==> src/rtl/ping_pong_ctrl_pkg.sv <==
// Shared types for the ping-pong buffer stream sequencer.
// Write-side fill state used by ping_pong_ctrl.
package ping_pong_ctrl_pkg;

  typedef enum logic {
    WR_OPEN   = 1'b0,
    WR_CLOSED = 1'b1
  } wr_state_e;

endpackage

==> src/rtl/ping_pong_ctrl.sv <==
// Stream-side sequencer for ping_pong_buffer: fills the write half from a
// valid/ready input stream and drains the read half to a valid/ready output.
//
// Ports:
//   clk, rst              clock, async active-high reset
//   in_data/valid/last    input stream; in_ready = write half open
//   out_data/valid/last   output stream (out_data wired from doutb)
//   out_ready             downstream accept
//   half_swap             1-cycle pulse when ping_pong toggles
//   addra/dina/ena/wea    buffer write port
//   addrb/enb/doutb       buffer read port (1-cycle read latency)
//   ping_pong             half select: 0 = read half 0 / write half 1
module ping_pong_ctrl
  import ping_pong_ctrl_pkg::*;
#(
  parameter  int BIT_LENGTH = 64,
  parameter  int DEPTH      = 16,
  localparam int AW         = $clog2(DEPTH)
) (
  input  logic                  clk,
  input  logic                  rst,
  input  logic [BIT_LENGTH-1:0] in_data,
  input  logic                  in_valid,
  input  logic                  in_last,
  output logic                  in_ready,
  output logic [BIT_LENGTH-1:0] out_data,
  output logic                  out_valid,
  output logic                  out_last,
  input  logic                  out_ready,
  output logic                  half_swap,
  output logic [AW-1:0]         addra,
  output logic [BIT_LENGTH-1:0] dina,
  output logic                  ena,
  output logic                  wea,
  output logic [AW-1:0]         addrb,
  output logic                  enb,
  input  logic [BIT_LENGTH-1:0] doutb,
  output logic                  ping_pong
);

  localparam logic [AW:0] ONE  = (AW+1)'(1);
  localparam logic [AW:0] LAST = (AW+1)'(DEPTH - 1);

  wr_state_e   wr_state;
  wr_state_e   wr_state_nxt;
  logic [AW:0] wr_cnt;
  logic [AW:0] wr_len;
  logic [AW:0] rd_rem;
  logic [AW-1:0] rd_addr;

  logic wr_fire;
  logic wr_close;
  logic rd_idle;
  logic swap;

  assign rd_idle  = (rd_rem == '0);
  assign in_ready = (wr_state == WR_OPEN);
  assign wr_fire  = in_valid & in_ready;
  assign wr_close = wr_fire
                  & (in_last | (wr_cnt == LAST));

  // Swap only once the write half is sealed
  // and every read of the old half issued.
  assign swap = (wr_state == WR_CLOSED)
              & rd_idle;

  assign enb = ~rd_idle
             & (~out_valid | out_ready);

  assign addra    = wr_cnt[AW-1:0];
  assign dina     = in_data;
  assign ena      = wr_fire;
  assign wea      = wr_fire;
  assign addrb    = rd_addr;
  assign out_data = doutb;

  always_comb begin
    wr_state_nxt = wr_state;
    unique case (wr_state)
      WR_OPEN: begin
        if (wr_close)
          wr_state_nxt = WR_CLOSED;
      end
      WR_CLOSED: begin
        if (rd_idle)
          wr_state_nxt = WR_OPEN;
      end
      default: wr_state_nxt = WR_OPEN;
    endcase
  end

  always_ff @(posedge clk or posedge rst) begin
    if (rst)
      wr_state <= WR_OPEN;
    else
      wr_state <= wr_state_nxt;
  end

  always_ff @(posedge clk or posedge rst) begin
    if (rst) begin
      wr_cnt <= '0;
      wr_len <= '0;
    end else begin
      if (swap)
        wr_cnt <= '0;
      else if (wr_fire)
        wr_cnt <= wr_cnt + ONE;
      if (wr_close)
        wr_len <= wr_cnt + ONE;
    end
  end

  // swap and enb are exclusive: swap needs
  // rd_rem==0, enb needs rd_rem!=0.
  always_ff @(posedge clk or posedge rst) begin
    if (rst) begin
      ping_pong <= 1'b0;
      half_swap <= 1'b0;
      rd_rem    <= '0;
      rd_addr   <= '0;
      out_last  <= 1'b0;
    end else begin
      half_swap <= swap;
      if (swap) begin
        ping_pong <= ~ping_pong;
        rd_rem    <= wr_len;
        rd_addr   <= '0;
      end else if (enb) begin
        rd_addr  <= rd_addr + 1'b1;
        rd_rem   <= rd_rem - ONE;
        out_last <= (rd_rem == ONE);
      end
    end
  end

  // doutb holds while enb=0, so a stalled
  // word stays on out_data untouched.
  always_ff @(posedge clk or posedge rst) begin
    if (rst)
      out_valid <= 1'b0;
    else
      out_valid <= enb
                 | (out_valid & ~out_ready);
  end

endmodule
==> config.mk <==
export PLATFORM = sky130hd
export DESIGN_NAME = ping_pong_ctrl
export DESIGN_NICKNAME = d
export VERILOG_FILES = /design/src/rtl/ping_pong_ctrl_pkg.sv /design/src/rtl/ping_pong_ctrl.sv
export SDC_FILE = /design/constraint.sdc
export NUM_CORES = 1
export LEC_CHECK = 0
export CAP_MARGIN = 20
export CORE_AREA = 2 2 107 109
export CTS_BUF_LIST = sky130_fd_sc_hd__clkbuf_8
export DETAILED_ROUTE_END_ITERATION = 6
export DIE_AREA = 0 0 109 111
export PLACE_DENSITY_LB_ADDON = 0.08
export SETUP_SLACK_MARGIN = 0.5
export SYNTH_ARGS = -nofsm -noshare
export SYNTH_HDL_FRONTEND = slang
export SYNTH_SLANG_ARGS = --single-unit
==> constraint.sdc <==
create_clock -name clk -period 3 [get_ports clk]
set_input_delay 0.45 -clock clk [delete_from_list [all_inputs] [get_ports clk]]
set_output_delay 0.45 -clock clk [all_outputs]
set_load 0.01 [all_outputs]
### Yosys cells after proc, flatten, opt, wreduce, memory -nomap -nowiden

Index checks and enable logic that the tools add are counted.

* flip-flop bits (word level): 24

* $add $sub $neg: 3
* equality and inequality tests: 2
* muxes and demuxes: 9
* bitwise operators: 14
* reduce and logical (&&, ||, !) cells: 4

Operator list (number)
* 5-bit two-way mux: 4
* 4-bit two-way mux: 2
* 1-bit NOT: 6
* 5-bit by 1-bit adder with 5-bit output (second input constant): 1
* 1-bit AND: 5
* 5-bit by 1-bit == test with 1-bit output (second input constant): 1
* 5-bit by 4-bit == test with 1-bit output (second input constant): 1
* 5-bit zero test: 1
* 5-bit by 1-bit subtractor with 5-bit output (second input constant): 1
* 4-bit by 1-bit adder with 4-bit output (second input constant): 1
* 2-bit nonzero test: 2
* 1-bit bitwise OR: 3
* 1-bit two-way mux: 2
* 1-bit one-hot mux with 2 select lines: 1
* 2-bit AND reduction: 1

### Longest topological paths before layout

* word-level depth: 5
* gate-level depth with buffers: 6
* gate-level depth less buffers: 6

### Worst setup path after synthesis

Ideal clock, no wire load.

* path type: reg2reg
* start: register rd_rem[0]
* end: register rd_addr[0], in the netlist addrb[0]
* arrival time: 1.719 ns
* data required time: 2.872 ns
* setup slack: 1.153 ns
* stages on the path, launching flop included: 7
* path buffers: 1
* period minus slack after synthesis: 1.847 ns
* cells stage by stage: dfrtp_1 inv_1 ha_1 or4b_1 buf_6 mux2i_4 mux2_1

* longest elaborated chain between the ends: 4
* elaborated cells between the ends (all ways): 6
* those cells by class: mux: 1; bitwise: 3; reduce/logical: 2

Ends and longest elaborated chain
* from (decl): line ping_pong_ctrl.sv:48 `logic [AW:0] rd_rem;`
* from (signal assigned): line ping_pong_ctrl.sv:126 `rd_rem <= wr_len;`
* from (signal assigned): line ping_pong_ctrl.sv:130 `rd_rem <= rd_rem - ONE;`
* 5-bit zero test *: line ping_pong_ctrl.sv:56 `assign rd_idle = (rd_rem == '0);`
* 1-bit NOT: line ping_pong_ctrl.sv:67 `assign enb = ~rd_idle`
* 1-bit AND: line ping_pong_ctrl.sv:68 `& (~out_valid | out_ready);`
* 2-bit nonzero test (no source line)
* to (signal assigned): line ping_pong_ctrl.sv:129 `rd_addr <= rd_addr + 1'b1;`
* to (decl): line ping_pong_ctrl.sv:49 `logic [AW-1:0] rd_addr;`

Mark *: on every way between the ends. The rest lies on a longest branch, timed or not.
A chain may end at the register's enable or synchronous reset.

### Final worst setup path

* start: register rd_rem[1]
* end: register rd_rem[1]

* longest elaborated chain between the ends: 4
* elaborated cells between the ends (all ways): 8
* those cells by class: add/sub: 1; mux: 2; bitwise: 3; reduce/logical: 2

Ends and longest elaborated chain
* branches (longest 4 deep; another with 5-bit by 1-bit subtractor with 5-bit output)

Parallel ways; which one is timed is not known. The select of a mux whose other input is x is not followed.

==> run summary <==
CTS Sinks: 24
Fin area: 0.001632 mm2
Antenna violations before repair: 0
Post-DRT Antenna Nets: 0
Startpoint class of the critical path: register
Critical path class: reg -> reg
Peak supply drop: 0.2342 mV
Vias in the first global route: 1061
Number of diodes: 0
DP HPWL: 2.946 mm
Most frequent cells in the layout: 24 x dfrtp_1, 19 x clkdlybuf4s50_1, 8 x o21ai_0
Drt pass-1 iters: 4
Worst Skew: 0.008901 ns
Min-Delay Path Class: reg -> reg
Worst-margin pin slew: 0.5595 ns
Main synth FF type: dfrtp_1
Endpoints failing hold: 0
Worst r2r src: rd_rem[1]$_DFFE_PP0P_
Final Critical Period: 2.163 ns
CP endpoint kind: register
Cells after Synth: 235
Area delta synth->final: -24.97%
Status: finished clean
Maxcap violations: 0
Max-slew headroom: 0.6256
Share of cells above drive strength 1: 0.1181
Num CTS Buffers: 3
H-Tree Depth: 1
Filler cell count: 1224
Commonest non-fill, non-tap cell in the layout: dfrtp_1
Core area: 0.01108 mm2
Die Y: 111 um
DIE AREA: 0.01210 mm2
Flops & latches, synth: 24
Port-buffer cells: 20
Critical path origin: rd_rem[1]$_DFFE_PP0P_
FP Rows: 39
Root buf cell: clkbuf_8
Total track usage: 0.06907
Synth Net Count: 373
Finished Core Util: 0.1473
Req. time, crit path: 3.15 ns
Final period util: 0.7209
CTS tree: yes
Power density over the cells: 953.2 mW/mm2
Clock latency on the worst-skew pair: 0.27 ns
Die width: 109 um
Worst hold slack: 0.4794 ns
Total Routed Length: 4.054 mm
Syn Area/Cell: 9.254 um2
Largest net degree at the start of global routing: 25
Clock power share: 0.148
Flop pwr share: 0.403
Combinational share of power: 0.449
Ys Warns: 0
Crit-path max cell delay: 0.72 ns
Switching fraction of total power: 0.3885
Slew Viols, Final: 0
Hold_sp: ping_pong$_DFFE_PP0P_
Clock tree buffer depth: 2
RSZ-0062 raised after global routing: no
Placed standard-cell area: 0.001559 mm2
First-iteration detailed-routing DRC count: 40
Pleak: 0.0006656 uW
Routed vias/inst: 3.519
Post-synth cell types: 35
Highest clock rate: 462.4 MHz
CTS clk-pin slew, worst paths: 0.10 ns
Final #Nets: 266
Syn Std Cell Area: 0.002175 mm2
I/O pin count: 277
Register area share after synthesis: 0.2762
Async set or reset register ratio after synthesis: 1.000
Final setup viols: 0
Worst path cell trace: inv_1 > ha_1 > or4b_1 > mux2i_4 > a221o_1
Vias: 950
Psw: 604.1 uW
Buf/Inv on CP: 1
DRC viols: 0
Gr ovfl total: 0
Initial Util: 0.1963
Crit Path Max Fanout: 7
Final setup TNS: 0 ns
Routed WL per cell: 15.01 um
Routability cong.: 0.6708
P_int: 951.0 uW
First-pass GRT wire length: 6.361 mm
Top delay family on crit path: simple AND/OR/NAND/NOR gates
Critical path arrival: 2.32 ns
Critical path's slowest cell: or4b_1
Post-synth EDFFs: 0
## worst reg2reg max path, cell delays in order (launching register included)
cell	delay, ns
dfrtp_1	0.40
inv_1	0.08
ha_1	0.23
or4b_1	0.72
mux2i_4	0.31
a221o_1	0.31
## area by class of cell
class / count / area (um2) / area share
flip-flops and latches: 24 / 600.6 / 0.3681
multi-input cells: 69 / 541.8 / 0.3321
repair buffers: 24 / 232.7 / 0.1426
well taps: 143 / 178.9 / 0.1097
clock buffers: 4 / 55.05 / 0.03374
inverters: 6 / 22.52 / 0.01380
## power groups by stage
stage / clock network [uW] / logic, uW / registers (uW)
floorplan: 0 / 606 / 608
global placement: 0 / 699 / 647
detailed placement: 0 / 690 / 642
CTS: 243 / 716 / 633
global route: 258 / 778 / 655
finish: 231 / 698 / 627
## repair_timing
item                       4_1_cts  5_1_grt
resized for setup                2        1
buffers inserted                 1        0
setup endpoints to repair        1        1
hold buffers                     0        0
## logic make-up after synthesis
group / Yosys count / share of synthesized area
DFF: 24 / 0.2762
AOI/OAI and AO/OA: 23 / 0.07307
and+or+nand+nor: 31 / 0.09091
buffers and inverters: 142 / 0.4781
xor gates and xnor gates: 2 / 0.008057
adders and majority gates: 5 / 0.02877
muxes: 8 / 0.04488
## worst paths after layout
check / endpoint / slack (ns) / cells after the start
worst max register to register: rd_rem[1]$_DFFE_PP0P_ / 0.84 / 5
worst max-delay path: rd_rem[1]$_DFFE_PP0P_ / 0.84 / 5
min in group asynchronous: addrb[2]$_DFFE_PP0P_ / 0.54 / 3
max in group asynchronous: wr_len[3]$_DFFE_PP0P_ / 2.20 / 3
worst min register to register: ping_pong$_DFFE_PP0P_ / 0.48 / 1
worst min-delay path: ping_pong$_DFFE_PP0P_ / 0.48 / 1
## Yosys cell counts, drive strengths merged (3+ instances only)
cell type  instances  share of area
nor3               4         0.0092
dfrtp             24           0.28
nor4b              3          0.019
nand2              7          0.012
mux2               4          0.021
a221o              3          0.014
mux2i              4          0.024
ha                 5          0.029
nand3              4         0.0092
nor2b              3         0.0086
nor2               5          0.016
o21ai              8          0.018
inv                6          0.010
buf              134           0.46
## sequential cells by signal (all words and copies together), names as in the netlist
name / cells
wr_len: 5
rd_rem: 5
addrb: 4
out_valid: 1
half_swap: 1
wr_cnt: 5
out_last: 1
ping_pong: 1
wr_state: 1
## layer usage
layer	global-route usage	up-vias	routed length, um
li1	-	418	-
met1	0.09032	453	1821
met2	0.09275	41	1629
met3	0.02704	38	418
met4	0.04444	0	184
met5	0	-	0
## through the flow
step	power, uW	instances	worst slack, ns
finish	1555	270	0.8373
global route	1690	270	0.7159
CTS	1591	270	0.5394
detailed placement	1333	265	0.5942
global placement	1346	265	0.6128
floorplan	1215	235	1.153
Note: power is estimated with default switching activity, not from simulation.
